[src/rtl/sobel_window_conv.sv]
// Sobel |Gx|+|Gy| edge detector over a 3x3 window, 3-cycle pipeline with eol/eof tracking.
// Optional binarisation of the output is enabled by defining SOBEL_THRESH_EN.
module sobel_window_conv #(
  parameter int          IMG_W     = 640,
  parameter int          IMG_H     = 480,
  parameter int          MAG_SHIFT = 0,
  parameter logic [7:0]  THRESH    = 8'd64
) (
  input  logic       clk,
  input  logic       rst,
  input  logic       frame_start,
  input  logic       in_valid,
  input  logic [7:0] t_a,
  input  logic [7:0] t_b,
  input  logic [7:0] t_c,
  input  logic [7:0] m_a,
  input  logic [7:0] m_b,
  input  logic [7:0] m_c,
  input  logic [7:0] b_a,
  input  logic [7:0] b_b,
  input  logic [7:0] b_c,
  output logic       win_req,
  output logic       out_valid,
  output logic [7:0] out_pixel,
  output logic       out_eol,
  output logic       out_eof
);
  localparam int CW = (IMG_W > 1) ? $clog2(IMG_W) : 1;
  localparam int RW = (IMG_H > 1) ? $clog2(IMG_H) : 1;

  // Handshake: there is no ready; every cycle with in_valid=1 is an accepted
  // window, and win_req (in_valid delayed one cycle) pops the row buffers once.
  logic [CW-1:0] col_cnt, col_eff, col_nxt;
  logic [RW-1:0] row_cnt, row_eff, row_nxt;
  logic          eol_w, eof_w;

  logic [7:0]  s0_ta, s0_tb, s0_tc, s0_ma, s0_mc, s0_ba, s0_bb, s0_bc;
  logic        s0_valid, s0_eol, s0_eof;
  logic signed [10:0] s1_gx, s1_gy;
  logic        s1_valid, s1_eol, s1_eof;
  logic [10:0] s2_mag;
  logic        s2_valid, s2_eol, s2_eof;

  logic [10:0] gx_pos, gx_neg, gy_pos, gy_neg;
  logic [10:0] abs_x, abs_y, shifted;
  logic [7:0]  sat, pix_final;

  // frame_start re-bases the window seen in the same cycle to col 0, row 0.
  always_comb begin
    col_eff = frame_start ? '0 : col_cnt;
    row_eff = frame_start ? '0 : row_cnt;
    eol_w   = (col_eff == CW'(IMG_W - 1));
    eof_w   = eol_w && (row_eff == RW'(IMG_H - 1));
    col_nxt = col_eff;
    row_nxt = row_eff;
    if (in_valid) begin
      col_nxt = eol_w ? '0 : col_eff + CW'(1);
      if (eol_w) row_nxt = (row_eff == RW'(IMG_H - 1)) ? '0 : row_eff + RW'(1);
    end
  end

  always_comb begin
    gx_pos  = 11'(s0_tc) + {2'b00, s0_mc, 1'b0} + 11'(s0_bc);
    gx_neg  = 11'(s0_ta) + {2'b00, s0_ma, 1'b0} + 11'(s0_ba);
    gy_pos  = 11'(s0_ba) + {2'b00, s0_bb, 1'b0} + 11'(s0_bc);
    gy_neg  = 11'(s0_ta) + {2'b00, s0_tb, 1'b0} + 11'(s0_tc);
    abs_x   = s1_gx[10] ? (~s1_gx + 11'd1) : s1_gx;
    abs_y   = s1_gy[10] ? (~s1_gy + 11'd1) : s1_gy;
    shifted = s2_mag >> MAG_SHIFT;
    sat     = (shifted > 11'd255) ? 8'hFF : shifted[7:0];
`ifdef SOBEL_THRESH_EN
    pix_final = (sat >= THRESH) ? 8'hFF : 8'h00;
`else
    pix_final = sat;
`endif
  end

`ifndef SOBEL_THRESH_EN
  logic unused_thresh;
  assign unused_thresh = ^THRESH;
`endif

  // Control path: valid bits, flags, counters and outputs are reset.
  always_ff @(posedge clk) begin
    if (rst) begin
      win_req   <= 1'b0;
      col_cnt   <= '0;
      row_cnt   <= '0;
      s0_valid  <= 1'b0;
      s0_eol    <= 1'b0;
      s0_eof    <= 1'b0;
      s1_valid  <= 1'b0;
      s1_eol    <= 1'b0;
      s1_eof    <= 1'b0;
      s2_valid  <= 1'b0;
      s2_eol    <= 1'b0;
      s2_eof    <= 1'b0;
      out_valid <= 1'b0;
      out_pixel <= 8'd0;
      out_eol   <= 1'b0;
      out_eof   <= 1'b0;
    end else begin
      win_req   <= in_valid;
      col_cnt   <= col_nxt;
      row_cnt   <= row_nxt;
      s0_valid  <= in_valid;
      s0_eol    <= in_valid && eol_w;
      s0_eof    <= in_valid && eof_w;
      s1_valid  <= s0_valid;
      s1_eol    <= s0_eol;
      s1_eof    <= s0_eof;
      s2_valid  <= s1_valid;
      s2_eol    <= s1_eol;
      s2_eof    <= s1_eof;
      out_valid <= s2_valid;
      out_pixel <= s2_valid ? pix_final : 8'd0;
      out_eol   <= s2_valid && s2_eol;
      out_eof   <= s2_valid && s2_eof;
    end
  end

  // Datapath registers carry no reset; their contents only matter when valid.
  always_ff @(posedge clk) begin
    if (in_valid) begin
      s0_ta <= t_a;  s0_tb <= t_b;  s0_tc <= t_c;
      s0_ma <= m_a;  s0_mc <= m_c;
      s0_ba <= b_a;  s0_bb <= b_b;  s0_bc <= b_c;
    end
    s1_gx  <= $signed(gx_pos - gx_neg);
    s1_gy  <= $signed(gy_pos - gy_neg);
    s2_mag <= abs_x + abs_y;
  end

  // Centre pixel has zero weight in both kernels.
  logic unused_centre;
  assign unused_centre = ^m_b;
endmodule

[config.mk]
export PLATFORM = sky130hd
export DESIGN_NAME = sobel_window_conv
export DESIGN_NICKNAME = d
export VERILOG_FILES = /design/src/rtl/sobel_window_conv.sv
export SDC_FILE = /design/constraint.sdc
export NUM_CORES = 1
export LEC_CHECK = 0
export ABC_AREA = 1
export CAP_MARGIN = 40
export CELL_PAD_IN_SITES_DETAIL_PLACEMENT = 1
export CELL_PAD_IN_SITES_GLOBAL_PLACEMENT = 2
export CORE_MARGIN = 4
export CORE_UTILIZATION = 30
export DETAILED_ROUTE_END_ITERATION = 7
export PLACE_DENSITY_LB_ADDON = 0.1
export SYNTH_ARGS = -nofsm -noshare
export SYNTH_HDL_FRONTEND = slang
export SYNTH_SLANG_ARGS = --single-unit
[constraint.sdc]
create_clock -name clk -period 6.1 [get_ports clk]
set_input_delay 1.22 -clock clk [delete_from_list [all_inputs] [get_ports clk]]
set_output_delay 1.22 -clock clk [all_outputs]
set_load 0.02 [all_outputs]
Yosys cells after proc, flatten, opt, wreduce, memory -nomap -nowiden. Index checks and enable logic that the tools add are counted.

Bits in registers: 136. Bits in latches: 0. Memory bits (writable): 0. Bits in read-only memories: 0. Input bits: 76. Output and inout bits: 12. Logic and storage cells: 63. Memories: 0.

Add/sub/neg operators: 15. Multipliers: 0. Div/mod/pow operators: 0. Magnitude comparators: 1. Eq/ne operators: 2. Shift operators: 0. Multiplexer cells: 10. Bitwise operators: 3. Reduce and logical (&&, ||, !) cells: 6.

Operator list (number): 10-bit by 8-bit adder with 11-bit output (4); 8-bit by 9-bit adder with 10-bit output (4); 9-bit 2-to-1 mux (4); 10-bit 2-to-1 mux (3); 11-bit by 1-bit adder with 11-bit output (second input constant) (2); 11-bit 2-to-1 mux (2); 11-bit NOT (2); 11-bit subtractor (2); 11-bit adder (1); 11-bit by 8-bit > comparator with 1-bit output (second input constant) (1); 10-bit by 1-bit adder with 10-bit output (second input constant) (1); 10-bit equality test (second input constant) (1); 9-bit by 1-bit adder with 9-bit output (second input constant) (1); 9-bit equality test (second input constant) (1); 8-bit 2-to-1 mux (1); 1-bit logical AND (5); 2-bit OR reduction (1); 1-bit NOT (1).

Longest topological paths before layout. Gate-level depths: netlist (run 1).

Depth after elaboration: 5. Mapped depth: 15. Mapped depth without buffers: 15.

Worst setup path after synthesis (run 1). Ideal clock, no wire load.

Path type: flip-flop to flip-flop. Start: register s0_tc[3]. End: register s1_gy[8]. Arrival: 3.056 ns. Required time: 5.973 ns. Slack: 2.917 ns. Cell stages (with the launch flop): 13. Path buffers: 0. Cells stage by stage: edfxtp_1 inv_1 fa_1 fa_1 inv_1 fa_1 inv_1 ha_1 a21oi_1 nand2_1 a21oi_1 o21ai_0 xor2_1.

Word-level cells in the longest chain between the ends: 2.

RTL lines: from (decl) (line 37) `logic [7:0] s0_ta, s0_tb, s0_tc, s0_ma, s0_mc, s0_ba, s0_bb, s0_bc;`; from (signal assigned) (line 125) `s0_ta <= t_a; s0_tb <= t_b; s0_tc <= t_c;`; 10-bit by 8-bit adder with 11-bit output (line 66) `gy_neg = 11'(s0_ta) + {2'b00, s0_tb, 1'b0} + 11'(s0_tc);`; 11-bit subtractor (line 130) `s1_gy <= $signed(gy_pos - gy_neg);`; to (signal assigned) (line 130); to (decl) (line 39) `logic signed [10:0] s1_gx, s1_gy;`.

Every way passes these cells. A chain may end at the register's enable or synchronous reset.

Worst setup path after layout (run 1). Same ends and word-level chain as after synthesis.

==> metrics.md, run 1 <==
| Metric | Value |
|---|---|
| Storage cell area | 0.00336 sq mm |
| WHS | 0.402 ns |
| First-pass GRT wire length | 28.4 mm |
| Worst endpoint data arrival time | 3.74 ns |
| EDFF count, synth | 64 |
| # hold bufs at CTS | 0 |
| Chip height | 168 um |
| Clock skew | 0.0133 ns |
| Drt first pass iters | 6 |
| DRC Markers | 0 |
| Grt ovf | 0 |
| Fin. Hold Viols | 0 |
| Vias in the first global route | 6025 |
| Final Instance Area | 0.00950 sq mm |
| Mapped Cells | 778 |
| Initial DRC Count | 121 |
| Global routing usage on met1 | 15.0% |
| Layout area overhead | 23.6% |
| Gr busiest metal | met2 |
| Nets | 1047 |
| Via density per instance | 4.24 |
| Sequential Power Share | 25.5% |
| Switching Share | 39.8% |
| Setup ws final | 2.66 ns |
| Unrepaired setup endpoints after global routing | false |
| Cell Rows | 58 |
| Post-Route WL | 15.9 mm |
| Cell area after synthesis | 0.00768 sq mm |
| Postcts setup bufs | 0 |
| # setup viols final | 0 |
| Slew Viols, Final | 0 |
| GPL Wtd Cong | 0.786 |
| Yosys warning count | 0 |
| Critical-path maximum fanout | 5 |
| Core Footprint | 0.0252 sq mm |
| Area leader, netlist | edfxtp_1 |
| Main synth FF type | dfxtp_1 |
| H-tree Lvls | 4 |
| Commonest non-fill, non-tap cells in the layout | 201 x inv_1, 83 x nand2_1, 78 x clkdlybuf4s50_1 |
| TritonCTS Buffers | 17 |
| Post-route ant nets | 0 |
| FMAX | 291 MHz |
| Flops & latches, synth | 136 |
| Die Wd | 168 um |
| Via Count | 5138 |
| Yosys cell types | 42 |
| Actual slew at the worst max-slew pin | 0.805 ns |
| Register area share after synthesis | 43.8% |
| Longest Clk Path Bufs | 2 |
| Full die area | 0.0282 sq mm |
| Mapped Nets | 955 |
| Port bufs | 79 |
| Period minus WS final | 3.44 ns |
| Pwr/cell area | 516 mW/mm^2 |
| Async SR Flop Fraction | 0% |
| WP data required | 6.40 ns |
| Share of layout cells above drive strength 1 | 6.57% |
| Synth top area share | 25.0% |
| CTS sink cnt | 136 |
| Clock network fraction of total power | 23.9% |
| Fill count | 2831 |
| Total GRT Usage | 12.3% |
| Final worst-path cycle share | 56.4% |
| Clock latency on the worst-skew pair | 0.42 ns |
| Initial Util | 30.5% |
| Setup WS pre-CTS | 2.43 ns |
| Placed Area | 0.00884 sq mm |
| Grt met3 use | 3.31% |
| Post-DR wirelength/cell | 13.1 um |
| Synth area leaders | edfxtp_1 25%, dfxtp_1 19%, fa_1 16%, inv_1 9.8%, ha_1 6.2% |
| Area of the multi-input gates | 0.00348 sq mm |
| Cell count after placement | 1181 |
| Hold Path Class | reg2reg |
| Int Power | 2950 uW |
| TNS Setup | 0 ns |
| Worst Setup Path Type | reg2reg |
| Mean Syn Cell Area | 9.88 sq um |
| Peak supply drop | 0.000210 V |
| Worst slew margin | 46.3% |
| Initial antenna violation count | 0 |
| Final HPWL DP | 12.9 mm |
| Max Cap Viol | 0 |
| Leak pwr | 0.00435 uW |
| GRT met2 Usage | 21.7% |
| Post-cts repair resize count | 0 |
| CP startpoint kind | flop |
| Endpoint type of the worst setup path | flop |
| IO Count | 88 |
| Post-Layout Cell Count | 1213 |
| N_diodes | 0 |
| CTS root buffer | clkbuf_16 |
| Pin count of the biggest net entering global routing | 65 |
| Status | completed |
| Worst-path clk slew | 0.06 ns |
| Switch Pwr | 1950 uW |
| Logic gate share of total power | 50.6% |
| Most common cell after layout, fill and taps aside | inv_1 |
| CTS tree | built |
final cells by class:
class                   count  share of cell area, %
clock inverters            12                   2.34
flip-flops and latches    136                   35.4
inverters                 210                   8.33
well taps                 330                   4.35
clock buffers              20                   4.60
repair buffers             80                   8.35
multi-input cells         425                   36.6
synth_stat cells, drive strengths merged (2+ instances only):
cell and number:
a211oi 2, a21o 6, a21oi 27, a31oi 3, buf 3, clkbuf 4, clkinv 2, dfxtp 72
edfxtp 64, fa 63, ha 38, inv 208, nand2 88, nand3 35, nand4 9, nor2 68
nor3 5, o21ai 29, o22ai 2, o31ai 2, or3 2, xnor2 12, xor2 27
stage by stage:
| stage | total power [uW] | utilization (%) |
|---|---|---|
| after floorplan | 3160 | - |
| after global placement | 3790 | 35.1 |
| after detailed placement | 3820 | 35.1 |
| after CTS | 5040 | 37.7 |
| after global routing | 5470 | 37.7 |
| final | 4900 | 37.7 |
final timing paths:
kind | startpoint | endpoint | slack (ns) | cells past startpoint
worst max-delay path | s0_tc[3] | s1_gy[8] | 2.66 | 12
worst min-delay path | s1_valid | s2_valid | 0.40 | 2
worst max register to register | s0_tc[3] | s1_gy[8] | 2.66 | 12
worst min register to register | s1_valid | s2_valid | 0.40 | 2
power groups by stage:
stage          sequential (uW)  combinational (uW)  clock (uW)
6_report                  1250                2480        1170
5_1_grt                   1270                2940        1250
4_1_cts                   1260                2570        1210
3_5_place_dp              1270                2550           0
3_3_place_gp              1270                2520           0
2_1_floorplan             1230                1930           0
critical path: stages, from the launching register on:
cell	delay (ns)
edfxtp_1	0.36
inv_1	0.12
fa_1	0.45
fa_1	0.55
inv_1	0.05
fa_1	0.53
inv_1	0.05
ha_1	0.36
a21oi_1	0.23
nand2_1	0.12
a21oi_1	0.22
o21ai_0	0.13
xor2_1	0.15
flip-flops by register name, indices dropped and copies added, names as in the netlist, 8 cells and up:
register,cells
s0_tb,8
s0_mc,8
s0_ba,8
out_pixel,8
s1_gy,11
s2_mag,11
s0_ta,8
s0_bb,8
s0_ma,8
s0_tc,8
col_cnt,10
s0_bc,8
row_cnt,9
s1_gx,11
layer usage:
metal,up-vias,wire length [um]
met2,61,7980
met1,2476,7200
met4,0,197
met3,14,503
li1,2587,-
met5,-,0
kinds of logic after synthesis:
group,after synthesis,share of synthesized area [%]
buffers and inverters,217,11.0
AND/OR/NAND/NOR,210,12.7
flip-flops,136,43.8
adder cells (fa/ha/maj),101,22.6
AO/OA/AOI/OAI,75,5.50
XOR/XNOR,39,4.45
Note: power is estimated with default switching activity, not from simulation.
==> run 2, diff against run 1 <==
clock period = 3.15 ns   (was 6.1 ns; I/O delays follow)
==> metrics.md, run 2 (synthesized netlist as in run 1, its figures left out) <==
| Metric | Value |
|---|---|
| Chip height | 168 um |
| Pin count of the biggest net entering global routing | 65 |
| Initial Util | 30.5% |
| Clock network fraction of total power | 20.0% |
| Switching Share | 39.4% |
| Logic gate share of total power | 57.6% |
| CP max-delay cell | fa_1 |
| Initial antenna violation count | 0 |
| FMAX | 321 MHz |
| Design Power | 10800 uW |
| GPL Wtd Cong | 0.789 |
| Cell count after placement | 1212 |
| Final HPWL DP | 13.2 mm |
| IO Count | 88 |
| Vias in the first global route | 6134 |
| Via Count | 5266 |
| WP data required | 3.45 ns |
| Port bufs | 79 |
| CTS tree | built |
| Pwr/cell area | 1080 mW/mm^2 |
| Core Footprint | 0.0252 sq mm |
| DRC Markers | 0 |
| Grt ovf | 0 |
| First-pass GRT wire length | 28.9 mm |
| Crit path cell chain | inv_1, fa_1, fa_1, inv_1, fa_1, inv_1, ha_4, a21oi_2, nand2_4, nand4_1, nand3_1, xor2_1 |
| Unrepaired setup endpoints after global routing | true |
| Worst path depth | 12 |
| Int Power | 6560 uW |
| Initial DRC Count | 92 |
| Final Instance Area | 0.0100 sq mm |
| Most common cell after layout, fill and taps aside | inv_1 |
| Slew Viols, Final | 0 |
| Critical-path maximum fanout | 4 |
| N_diodes | 0 |
| Worst-path clk slew | 0.06 ns |
| Buf/Inv on CP | 3 |
| Commonest non-fill, non-tap cells in the layout | 181 x inv_1, 78 x clkdlybuf4s50_1, 76 x nand2_1 |
| TritonCTS Buffers | 17 |
| Cell Rows | 58 |
| Clock skew | 0.0145 ns |
| Actual slew at the worst max-slew pin | 0.821 ns |
| Period minus WS final | 3.11 ns |
| Post-DR wirelength/cell | 13.3 um |
| Hold Path Class | reg2reg |
| Switch Pwr | 4270 uW |
| Worst slew margin | 45.3% |
| WHS | 0.403 ns |
| Leak pwr | 0.00450 uW |
| Peak supply drop | 0.000396 V |
| Worst endpoint data arrival time | 3.41 ns |
| Die Wd | 168 um |
| R2R depth | 12 |
| CP startpoint kind | flop |
| Total GRT Usage | 12.6% |
| Placed Area | 0.00908 sq mm |
| # setup viols final | 0 |
| Hold depth | 2 |
| Nets | 1082 |
| Post-Route WL | 16.6 mm |
| Largest regs | s1_gx x11, s1_gy x11, s2_mag x11 |
| Share of layout cells above drive strength 1 | 16.2% |
| Final core occ | 39.8% |
| Endpoint type of the worst setup path | flop |
| Sequential Power Share | 22.4% |
| Clock latency on the worst-skew pair | 0.43 ns |
| H-tree Lvls | 4 |
| Max Cap Viol | 0 |
| Crit-path max cell delay | 0.54 ns |
| Worst Setup Path Type | reg2reg |
| Worst path top cell family by delay | adder cells |
| Post-route ant nets | 0 |
| Full die area | 0.0282 sq mm |
| Drt first pass iters | 4 |
| Final worst-path cycle share | 98.8% |
| Fin. Hold Viols | 0 |
| Status | completed |
| Post-Layout Cell Count | 1248 |
| CTS sink cnt | 136 |
| CTS root buffer | clkbuf_16 |
| Via density per instance | 4.22 |
| Layout area overhead | 30.3% |
| Longest Clk Path Bufs | 2 |
## run 2: routing by layer
layer,GRT usage [%],wire [um],vias to the layer above
met1,15.7,7510,2528
li1,-,-,2660
met5,0,0,-
met3,3.01,523,13
met4,3.39,160,0
met2,22.0,8390,65
## run 2: area by class of cell
class | instances | area [sq um]
clock inverter | 14 | 205
sequential | 136 | 3360
inverter | 210 | 793
clock buffer | 18 | 429
fill | 2850 | 15200
timing repair buffer | 115 | 1060
tap | 330 | 413
multi-input combinational | 425 | 3750
## run 2: power by group through the flow
stage          registers, uW  logic, uW  clock network, uW
2_1_floorplan           2390       3760                  0
3_3_place_gp            2460       5460                  0
3_5_place_dp            2470       5500                  0
4_1_cts                 2430       6010               2240
5_1_grt                 2470       7160               2340
6_report                2430       6250               2160
## run 2: path summary, 6_finish.rpt
path	slack [ns]	startpoint	to
worst max-delay path	0.04	s0_ta[4]	s1_gx[9]
worst min-delay path	0.40	s0_eol	s1_eol
worst max register to register	0.04	s0_ta[4]	s1_gx[9]
worst min register to register	0.40	s0_eol	s1_eol
## run 2: metrics by stage
stage	setup TNS, ns	setup slack (ns)
final	0	0.0367
after floorplan	0	0.0245
after global placement	-0.773	-0.127
after CTS	0	0.00383
after global routing	-0.430	-0.106
after detailed placement	-1.16	-0.164
## run 2: timing repair
item,CTS,global route
pin swaps,14,32
hold buffers,0,0
hold endpoints to repair,0,0
setup endpoints to repair,13,13
buffers inserted,3,1
resized for setup,35,34
## run 2: worst register-to-register path: stages (launching register included)
cell,delay [ns]
edfxtp_1,0.36
inv_1,0.13
fa_1,0.44
fa_1,0.54
inv_1,0.06
fa_1,0.53
inv_1,0.07
ha_4,0.27
a21oi_2,0.20
nand2_4,0.09
nand4_1,0.08
nand3_1,0.08
xor2_1,0.15
